## config.mk

```make
export PLATFORM = sky130hd
export DESIGN_NAME = force_output_ring_node
export DESIGN_NICKNAME = d
export VERILOG_FILES = /design/src/rtl/MD_pkg.sv /design/src/rtl/force_ring_fifo.sv /design/src/rtl/force_output_ring_node.sv
export SDC_FILE = /design/constraint.sdc
export NUM_CORES = 2
export LEC_CHECK = 0
export CAP_MARGIN = 10
export CORE_UTILIZATION = 40
export DETAILED_ROUTE_END_ITERATION = 10
export PLACE_DENSITY = 0.6
export SYNTH_ARGS = -nofsm -noshare
export SYNTH_HDL_FRONTEND = slang
export SYNTH_SLANG_ARGS = --single-unit
export TNS_END_PERCENT = 5
```

## constraint.sdc

```tcl
create_clock -name clk -period 37.3 [get_ports clk]
set_clock_uncertainty 0.15 [all_clocks]
set_input_delay 7.46 -clock clk [delete_from_list [all_inputs] [get_ports clk]]
set_output_delay 7.46 -clock clk [all_outputs]
set_load 0.02 [all_outputs]
```

## src/rtl/MD_pkg.sv

```systemverilog
// Shared molecular-dynamics types: force vectors, neighbour force packets and
// the ring entry format carried between force output ring nodes.
package MD_pkg;

   localparam int FLOAT_WIDTH          = 32;
   localparam int PARTICLE_ID_WIDTH    = 8;
   localparam int GLOBAL_CELL_ID_WIDTH = 3;
   localparam int NB_CID_WIDTH         = 6;
   localparam int GCID_WIDTH           = 3 * GLOBAL_CELL_ID_WIDTH;

   typedef struct packed {
      logic [FLOAT_WIDTH-1:0] x;
      logic [FLOAT_WIDTH-1:0] y;
      logic [FLOAT_WIDTH-1:0] z;
   } float_data_t;

   typedef struct packed {
      float_data_t                  f;
      logic [PARTICLE_ID_WIDTH-1:0] parid;
      logic [NB_CID_WIDTH-1:0]      cid;
   } force_packet_t;

   // What travels on the ring and sits in the local buffer: cid already resolved to gcid.
   typedef struct packed {
      float_data_t                  f;
      logic [PARTICLE_ID_WIDTH-1:0] parid;
      logic [GCID_WIDTH-1:0]        gcid;
   } ring_entry_t;

   localparam int RING_ENTRY_WIDTH = $bits(ring_entry_t);

   // Relative cell code: 00 = -1, 01 = 0, 10 = +1, 11 = 0; wraps modulo 8.
   function automatic logic [GLOBAL_CELL_ID_WIDTH-1:0] axis_step(
      input logic [GLOBAL_CELL_ID_WIDTH-1:0] home,
      input logic [1:0]                      code
   );
      logic [GLOBAL_CELL_ID_WIDTH-1:0] result;
      case (code)
         2'b00:   result = home - GLOBAL_CELL_ID_WIDTH'(1);
         2'b10:   result = home + GLOBAL_CELL_ID_WIDTH'(1);
         default: result = home;
      endcase
      return result;
   endfunction

   function automatic logic [GCID_WIDTH-1:0] local_gcid(
      input logic [NB_CID_WIDTH-1:0] cid,
      input logic [GCID_WIDTH-1:0]   home
   );
      return {axis_step(home[8:6], cid[5:4]),
              axis_step(home[5:3], cid[3:2]),
              axis_step(home[2:0], cid[1:0])};
   endfunction

endpackage

```

## src/rtl/force_ring_fifo.sv

```systemverilog
// Synchronous show-ahead FIFO: rd_data always presents the oldest entry while
// empty is low. A write when full is dropped unless a pop happens the same cycle.
module force_ring_fifo #(
   parameter int WIDTH = 8,
   parameter int DEPTH = 16
) (
   input  logic             clk,
   input  logic             rst,
   input  logic             wr_en,
   input  logic [WIDTH-1:0] wr_data,
   input  logic             rd_en,
   output logic [WIDTH-1:0] rd_data,
   output logic             empty
);

   localparam int AW = $clog2(DEPTH);
   localparam int CW = AW + 1;
   localparam logic [CW-1:0] FULL_COUNT = CW'(DEPTH);

   logic [WIDTH-1:0] mem [DEPTH];
   logic [AW-1:0]    wr_ptr;
   logic [AW-1:0]    rd_ptr;
   logic [CW-1:0]    count;
   logic [CW-1:0]    count_next;
   logic             full;
   logic             rd_ok;
   logic             wr_ok;

   assign full    = (count == FULL_COUNT);
   assign rd_ok   = rd_en && !empty;
   assign wr_ok   = wr_en && (!full || rd_ok);
   assign rd_data = mem[rd_ptr];

   always_comb begin
      count_next = count;
      case ({wr_ok, rd_ok})
         2'b10:   count_next = count + CW'(1);
         2'b01:   count_next = count - CW'(1);
         default: count_next = count;
      endcase
   end

   always_ff @(posedge clk) begin
      if (!rst) begin
         wr_ptr <= '0;
         rd_ptr <= '0;
         count  <= '0;
         empty  <= 1'b1;
      end else begin
         if (wr_ok) wr_ptr <= wr_ptr + AW'(1);
         if (rd_ok) rd_ptr <= rd_ptr + AW'(1);
         count <= count_next;
         empty <= (count_next == '0);
      end
   end

   // Storage needs no reset: pointers define which entries are live.
   always_ff @(posedge clk) begin
      if (rst && wr_ok) mem[wr_ptr] <= wr_data;
   end

endmodule

```

## src/rtl/force_output_ring_node.sv

```systemverilog
// Ring node that merges locally produced neighbour forces into the force ring
// and peels off packets addressed to this node's home cell.
module force_output_ring_node
   import MD_pkg::*;
#(
   parameter logic [2:0] GCELL_X    = 3'b000,
   parameter logic [2:0] GCELL_Y    = 3'b000,
   parameter logic [2:0] GCELL_Z    = 3'b000,
   parameter int         FIFO_DEPTH = 16
) (
   input  logic                         clk,
   input  logic                         rst,
   input  force_packet_t                i_nb_force,
   input  logic                         i_nb_force_valid,
   input  float_data_t                  i_source_nb_force,
   input  logic [PARTICLE_ID_WIDTH-1:0] i_source_nb_parid,
   input  logic [GCID_WIDTH-1:0]        i_source_nb_gcid,
   input  logic                         i_source_nb_valid,
   output float_data_t                  o_dest_nb_force,
   output logic [PARTICLE_ID_WIDTH-1:0] o_dest_nb_parid,
   output logic [GCID_WIDTH-1:0]        o_dest_nb_gcid,
   output logic                         o_dest_nb_valid,
   output float_data_t                  o_nb_force_to_force_cache,
   output logic                         o_nb_force_to_force_cache_valid,
   output logic [PARTICLE_ID_WIDTH-1:0] o_nb_parid_to_force_cache,
   output logic                         o_buffer_empty
);

   // All interfaces are valid-only: data transfers in any cycle its valid is
   // high; there is no ready, so ring input is never stalled.
   localparam logic [GCID_WIDTH-1:0] HOME_GCID = {GCELL_Z, GCELL_Y, GCELL_X};

   ring_entry_t                 local_entry;
   ring_entry_t                 ring_entry;
   ring_entry_t                 head_entry;
   logic [RING_ENTRY_WIDTH-1:0] head_bits;
   logic                        fifo_empty;

   logic ring_home;
   logic ring_transit;
   logic head_home;
   logic head_transit;
   logic pop;

   ring_entry_t dest_sel;
   logic        dest_sel_valid;
   ring_entry_t cache_sel;
   logic        cache_sel_valid;

   always_comb begin
      local_entry       = '0;
      local_entry.f     = i_nb_force.f;
      local_entry.parid = i_nb_force.parid;
      local_entry.gcid  = local_gcid(i_nb_force.cid, HOME_GCID);
   end

   always_comb begin
      ring_entry       = '0;
      ring_entry.f     = i_source_nb_force;
      ring_entry.parid = i_source_nb_parid;
      ring_entry.gcid  = i_source_nb_gcid;
   end

   force_ring_fifo #(
      .WIDTH (RING_ENTRY_WIDTH),
      .DEPTH (FIFO_DEPTH)
   ) u_fifo (
      .clk     (clk),
      .rst     (rst),
      .wr_en   (i_nb_force_valid),
      .wr_data (local_entry),
      .rd_en   (pop),
      .rd_data (head_bits),
      .empty   (fifo_empty)
   );

   assign head_entry = ring_entry_t'(head_bits);

   // Ring traffic owns each output; the buffer head only fills an idle slot.
   always_comb begin
      ring_home    = i_source_nb_valid && (i_source_nb_gcid == HOME_GCID);
      ring_transit = i_source_nb_valid && (i_source_nb_gcid != HOME_GCID);
      head_home    = !fifo_empty && (head_entry.gcid == HOME_GCID);
      head_transit = !fifo_empty && (head_entry.gcid != HOME_GCID);
      pop          = (head_transit && !ring_transit) || (head_home && !ring_home);
   end

   always_comb begin
      dest_sel        = '0;
      dest_sel_valid  = 1'b0;
      cache_sel       = '0;
      cache_sel_valid = 1'b0;
      if (ring_transit) begin
         dest_sel       = ring_entry;
         dest_sel_valid = 1'b1;
      end else if (head_transit) begin
         dest_sel       = head_entry;
         dest_sel_valid = 1'b1;
      end
      if (ring_home) begin
         cache_sel       = ring_entry;
         cache_sel_valid = 1'b1;
      end else if (head_home) begin
         cache_sel       = head_entry;
         cache_sel_valid = 1'b1;
      end
   end

   always_ff @(posedge clk) begin
      if (!rst) begin
         o_dest_nb_force                 <= '0;
         o_dest_nb_parid                 <= '0;
         o_dest_nb_gcid                  <= '0;
         o_dest_nb_valid                 <= 1'b0;
         o_nb_force_to_force_cache       <= '0;
         o_nb_parid_to_force_cache       <= '0;
         o_nb_force_to_force_cache_valid <= 1'b0;
      end else begin
         o_dest_nb_valid                 <= dest_sel_valid;
         o_nb_force_to_force_cache_valid <= cache_sel_valid;
         if (dest_sel_valid) begin
            o_dest_nb_force <= dest_sel.f;
            o_dest_nb_parid <= dest_sel.parid;
            o_dest_nb_gcid  <= dest_sel.gcid;
         end
         if (cache_sel_valid) begin
            o_nb_force_to_force_cache <= cache_sel.f;
            o_nb_parid_to_force_cache <= cache_sel.parid;
         end
      end
   end

   assign o_buffer_empty = fifo_empty;

endmodule

```

# Word-level counts from Yosys, hierarchy flattened
# Memory sizes are Yosys's and may differ from the RTL's. A register that Yosys moved wholly into a read port is not among the register bits.
# Index checks and enable logic that the tools add are counted.
# Widths: inputs -> output; s select.
[totals] output_inout_bits=220 mem_bits_rw=1808 elab_cells=65 n_memories=1 inputBits=227 register_bits=233
[memory_table] name="u_fifo.mem" depth=16 width=113 read_ports=1 rd_clocked_by_memory_dff=1 wr=1 line="force_ring_fifo.sv:20" text="logic [WIDTH-1:0] mem [DEPTH];"
[classes] n_eq_ne=6 add_sub_neg=4 reduce_logical=23 n_mux=16
[ops] operator="$mux 113" n=4
[ops] operator="$logic_not 9->1" n=2
[ops] operator="$pmux 3 s2" n=3
[ops] operator="$reduce_bool 9->1" n=2
[ops] operator="$pmux 5 s2" n=1
[ops] operator="$logic_and 1x1->1" n=9
[ops] operator="$add 4x1->4 const B" n=2
[ops] operator="$eq 2x2->1 const B" n=4
[ops] operator="$mux 4" n=2
[ops] operator="$logic_not 2->1" n=3
[ops] operator="$mux 1" n=6
[ops] operator="$add 5x1->5 const B" n=1
[ops] operator="$eq 5x5->1 const B" n=1
[ops] operator="$logic_not 5->1" n=1
[ops] operator="$sub 5x1->5 const B" n=1
[ops] operator="$logic_not 1->1" n=4
[ops] operator="$eq 2x1->1 const B" n=1
[ops] operator="$logic_or 1x1->1" n=2

# Logic depth before layout (Yosys ltp)
[depth] ltp_word=11 depth_mapped=17 depth_no_buf=14

# Modules after synthesis
# A second synthesis with hierarchy kept.
[unflattened] hier_cells=3763 hier_area_um2=78607.9
[modules_own_cells] module="force_ring_fifo" seq_area_each_um2=54652.4 cells_each=2624 instances=1 area_per_inst_um2=68794.7
[modules_own_cells] module="force_output_ring_node" seq_area_each_um2=4384.2 cells_each=1139 instances=1 area_per_inst_um2=9813.2

# Least setup slack after synthesis
# No wires, ideal clock.
[synth_timing] kind="in2reg" startpoint="input i_source_nb_gcid[3]" endpoint="memory u_fifo.mem[0][0] (netlist bit) (enable)" n_path_buf=0 cell_stages=7 slack_ps=17323 setup_time_ps=849 t_arrival_ps=18978 required_ps=36301 cell_sequence="nor4_1 nand3_1 and2_1 nor2_1 a21boi_2 o21ai_4 nor4_1"
[synth_via] elab_chain_len=11 elab_cells_between_ends=15 classes_between="mux (2); reduce/logical (13)"
[synth_lines] element="start, declared" line="force_output_ring_node.sv:17" text="input logic [GCID_WIDTH-1:0] i_source_nb_gcid,"
[synth_lines] element="$reduce_bool 9->1 or $logic_not 9->1 (tied branches)" line="force_output_ring_node.sv:82, force_output_ring_node.sv:81"
[synth_lines] element="$logic_and 1x1->1, on equally long branches" line="force_output_ring_node.sv:82, force_output_ring_node.sv:81"
[synth_lines] element="$logic_not 1->1" line="force_output_ring_node.sv:85" text="pop = (head_transit && !ring_transit) || (head_home && !ring_home);"
[synth_lines] element="$logic_and 1x1->1" line="force_output_ring_node.sv:85"
[synth_lines] element="$logic_or 1x1->1 (*)" line="force_output_ring_node.sv:85"
[synth_lines] element="$logic_and 1x1->1 (*)" line="force_ring_fifo.sv:30" text="assign rd_ok = rd_en && !empty;"
[synth_lines] element="$logic_or 1x1->1 (*)" line="force_ring_fifo.sv:31" text="assign wr_ok = wr_en && (!full || rd_ok);"
[synth_lines] element="$logic_and 1x1->1 (*)" line="force_ring_fifo.sv:31"
[synth_lines] element="$logic_and 1x1->1 (*)" line="force_ring_fifo.sv:59" text="if (rst && wr_ok) mem[wr_ptr] <= wr_data;"
[synth_lines] element="$mux 1 (*)" line="force_ring_fifo.sv:59"
[synth_lines] element="$mux 1 (implied by the code) (*)" line="force_ring_fifo.sv:59"
[synth_lines] element="end, declared" line="force_ring_fifo.sv:20"
# Every way passes the cells marked *; elsewhere a longest branch is shown, timed or not.

# Worst setup path in the final report
[layout_timing] startpoint="input i_source_nb_gcid[3]" endpoint="memory u_fifo.mem[7][31] (netlist bit) (enable)"
# The elaborated chain is that of the path after synthesis.

==> reports/qor.txt <==
RSZ-0062 raised after global routing - false
Htree depth - 4
Dominant cell type by area after synthesis - edfxtp_1
Pwr dens - 57.5 nW/um2
GRT Total Usage - 19.5%
GPL Wtd Cong - 0.782
TritonCTS clock tree - yes
Multi-input logic area - 17600 um2
Synth async-reset ratio - 0%
Max-cap violations - 0
Vias/cell - 5.50
Arrival @ worst endpoint - 12.52 ns
Number of port buffers - 446
CTS Root Cell - clkbuf_16
Placed instance count - 6350
1st-pass router iterations - 8
Synthesized flop and latch total - 1997
R2R depth - 13
Layout cell share with drive strength beyond 1 - 21.4%
First-pass GRT wire length - 271000 um
Setup TNS - 0 ns
Starting DRT DRC Count - 3063
Vias in the first global route - 38400
CTS max path bufs - 3
Die area - 192000 um2
Synthesis-to-finish area growth - 17.8%
Top cells by area, synth - edfxtp_1 69%, mux4_2 16%, dfxtp_1 6.2%
Critical Path RT - 37.57 ns
Hold Fails Final Rpt - 0
TritonCTS buffer count - 201
Top FF cell, synth - edfxtp_1
Final Slew Violations - 0
PostCTS Resize Cnt - 0
Boundary Pins - 447
Crit path max fanout - 50
Failing checks - DRC
Worst-Skew Late Latency - 0.84 ns
Synth warn - 0
Most frequent cells in the layout - 1760 x edfxtp_1, 544 x mux4_2, 445 x clkdlybuf4s50_1
WL/cell - 27.9 um
Status - finished, violations left
Final setup vio count - 0
Commonest non-fill, non-tap cell in the layout - edfxtp_1
Final period utilization - 32.8%
FMAX - 81.7 MHz
DR DRC count - 2
Post-CTS Setup Inserts - 0
Synth Cell Area - 76100 um2
Static Leak - 0.0281 uW
Tmin final - 12.24 ns
Post-DRT Antenna Nets - 0
Core area - 188000 um2
Peak supply drop - 54.1 uV
Drt total wl - 187000 um
Nets - 4296
FF+latch area - 57600 um2
Post-synth EDFFs - 1760
Worst Hold Depth - 2
Antenna violations before repair - 33
DP Wirelength - 107000 um
Syn Area/Cell - 21.4 um2
Largest net degree at the start of global routing - 155
Row count - 159
Hold buffer count at cts - 0
Post-Syn Instances - 3562
Grt ovf - 0
Die Y - 438 um
CP Class - input port to flip-flop
Non-Filler Instances - 6722
Nature of the critical path endpoint - flip-flop
Clk pin slew, worst setup/hold paths - 0.06 ns
Clock Sinks - 1997
Filler instances - 15300
Synth unique cells - 44
Sequential area share after synthesis - 75.7%
Die Width - 438 um
DR vias - 37000
Synth top area share - 69.5%
Startpoint class of the critical path - input port
Starting Density - 40.4%
Syn_nets - 3799
Slew margin rel. - 11.9%
Least-Margin Pin Slew - 1.32 ns
HP Class - flip-flop to flip-flop
final cells by class:
type                    count  area share (%)
clock inverters            88           0.918
diodes                     11          0.0307
multi-input cells        1336            19.6
well taps                2495            3.48
repair buffers            516            5.64
inverters                   7          0.0293
clock buffers             272            6.03
flip-flops and latches   1997            64.3
power breakdown:
part           internal (uW)  switching, uW
sequential              2480           30.1
clock                   1070            840
combinational            358            375
total                   3910           1240
synth_stat cells, types with 6 or more instances:
cell      instances
edfxtp_1       1760
mux4_2          544
dfxtp_1         237
a21oi_1         223
o21ai_0         216
mux2i_1         213
clkbuf_1        149
buf_2            39
nand2_1          27
nor2_1           24
buf_1            19
nand3_1          14
buf_6            13
nor3_1           13
ha_1              9
a22oi_1           7
inv_1             6
stage by stage:
step	total power (uW)	util, %	instance area (um2)	worst slack, ns	hold slack, ns
floorplan	3050	-	76100	17.32	0.299
global placement	3300	44.3	83400	24.25	0.295
detailed placement	3300	44.3	83400	24.20	0.305
CTS	5220	47.6	89600	25.03	0.314
global route	5330	47.6	89600	24.72	0.340
finish	5150	47.6	89700	25.06	0.314
kinds of logic after synthesis:
| group | Yosys count | share of synthesized area [%] |
|---|---|---|
| compound gates | 460 | 3.12 |
| buf+inv | 229 | 1.35 |
| simple gates | 101 | 0.648 |
| xor+xnor | 8 | 0.0921 |
| flops | 1997 | 75.7 |
| fa+ha+maj | 10 | 0.174 |
| mux | 757 | 18.9 |
layer usage:
metal	vias up	part of all wire (%)	global-route usage, %	wire length (um)
met5	-	0.032	0	59
met4	10	2.4	6.18	4590
met3	278	4.8	3.14	8990
met2	1022	53	33.9	98700
met1	19800	40	25.0	74900
li1	15900	-	-	-
flip-flops by register name (all words and copies together) (netlist names), named ones only:
register                         count
o_nb_force_to_force_cache           96
u_fifo.empty                         1
o_dest_nb_force                     96
o_dest_nb_valid                      1
u_fifo.wr_ptr                        4
u_fifo.mem                        1760
o_nb_force_to_force_cache_valid      1
u_fifo.count                         5
o_dest_nb_gcid                       9
o_dest_nb_parid                      8
u_fifo.rd_ptr                        4
o_nb_parid_to_force_cache            8
critical path, stage by stage:
cell	delay, ns
clkdlybuf4s50_1	0.43
nor4_1	0.40
nand3_1	0.21
and2_1	0.27
nor2_1	0.15
a21boi_2	0.31
o2111ai_1	0.52
nor2_4	0.96
buf_4	0.79
buf_4	0.91
worst paths after layout:
| kind | endpoint | slack (ns) | startpoint |
|---|---|---|---|
| max | u_fifo.mem[7][31] | 25.06 | i_source_nb_gcid[3] |
| min reg2reg | o_dest_nb_gcid[1] | 0.31 | o_dest_nb_gcid[1] |
| max reg2reg | u_fifo.mem[7][31] | 27.25 | flip-flop |
| min | o_dest_nb_gcid[1] | 0.31 | o_dest_nb_gcid[1] |
No activity file was read; power rests on OpenSTA's default activity.
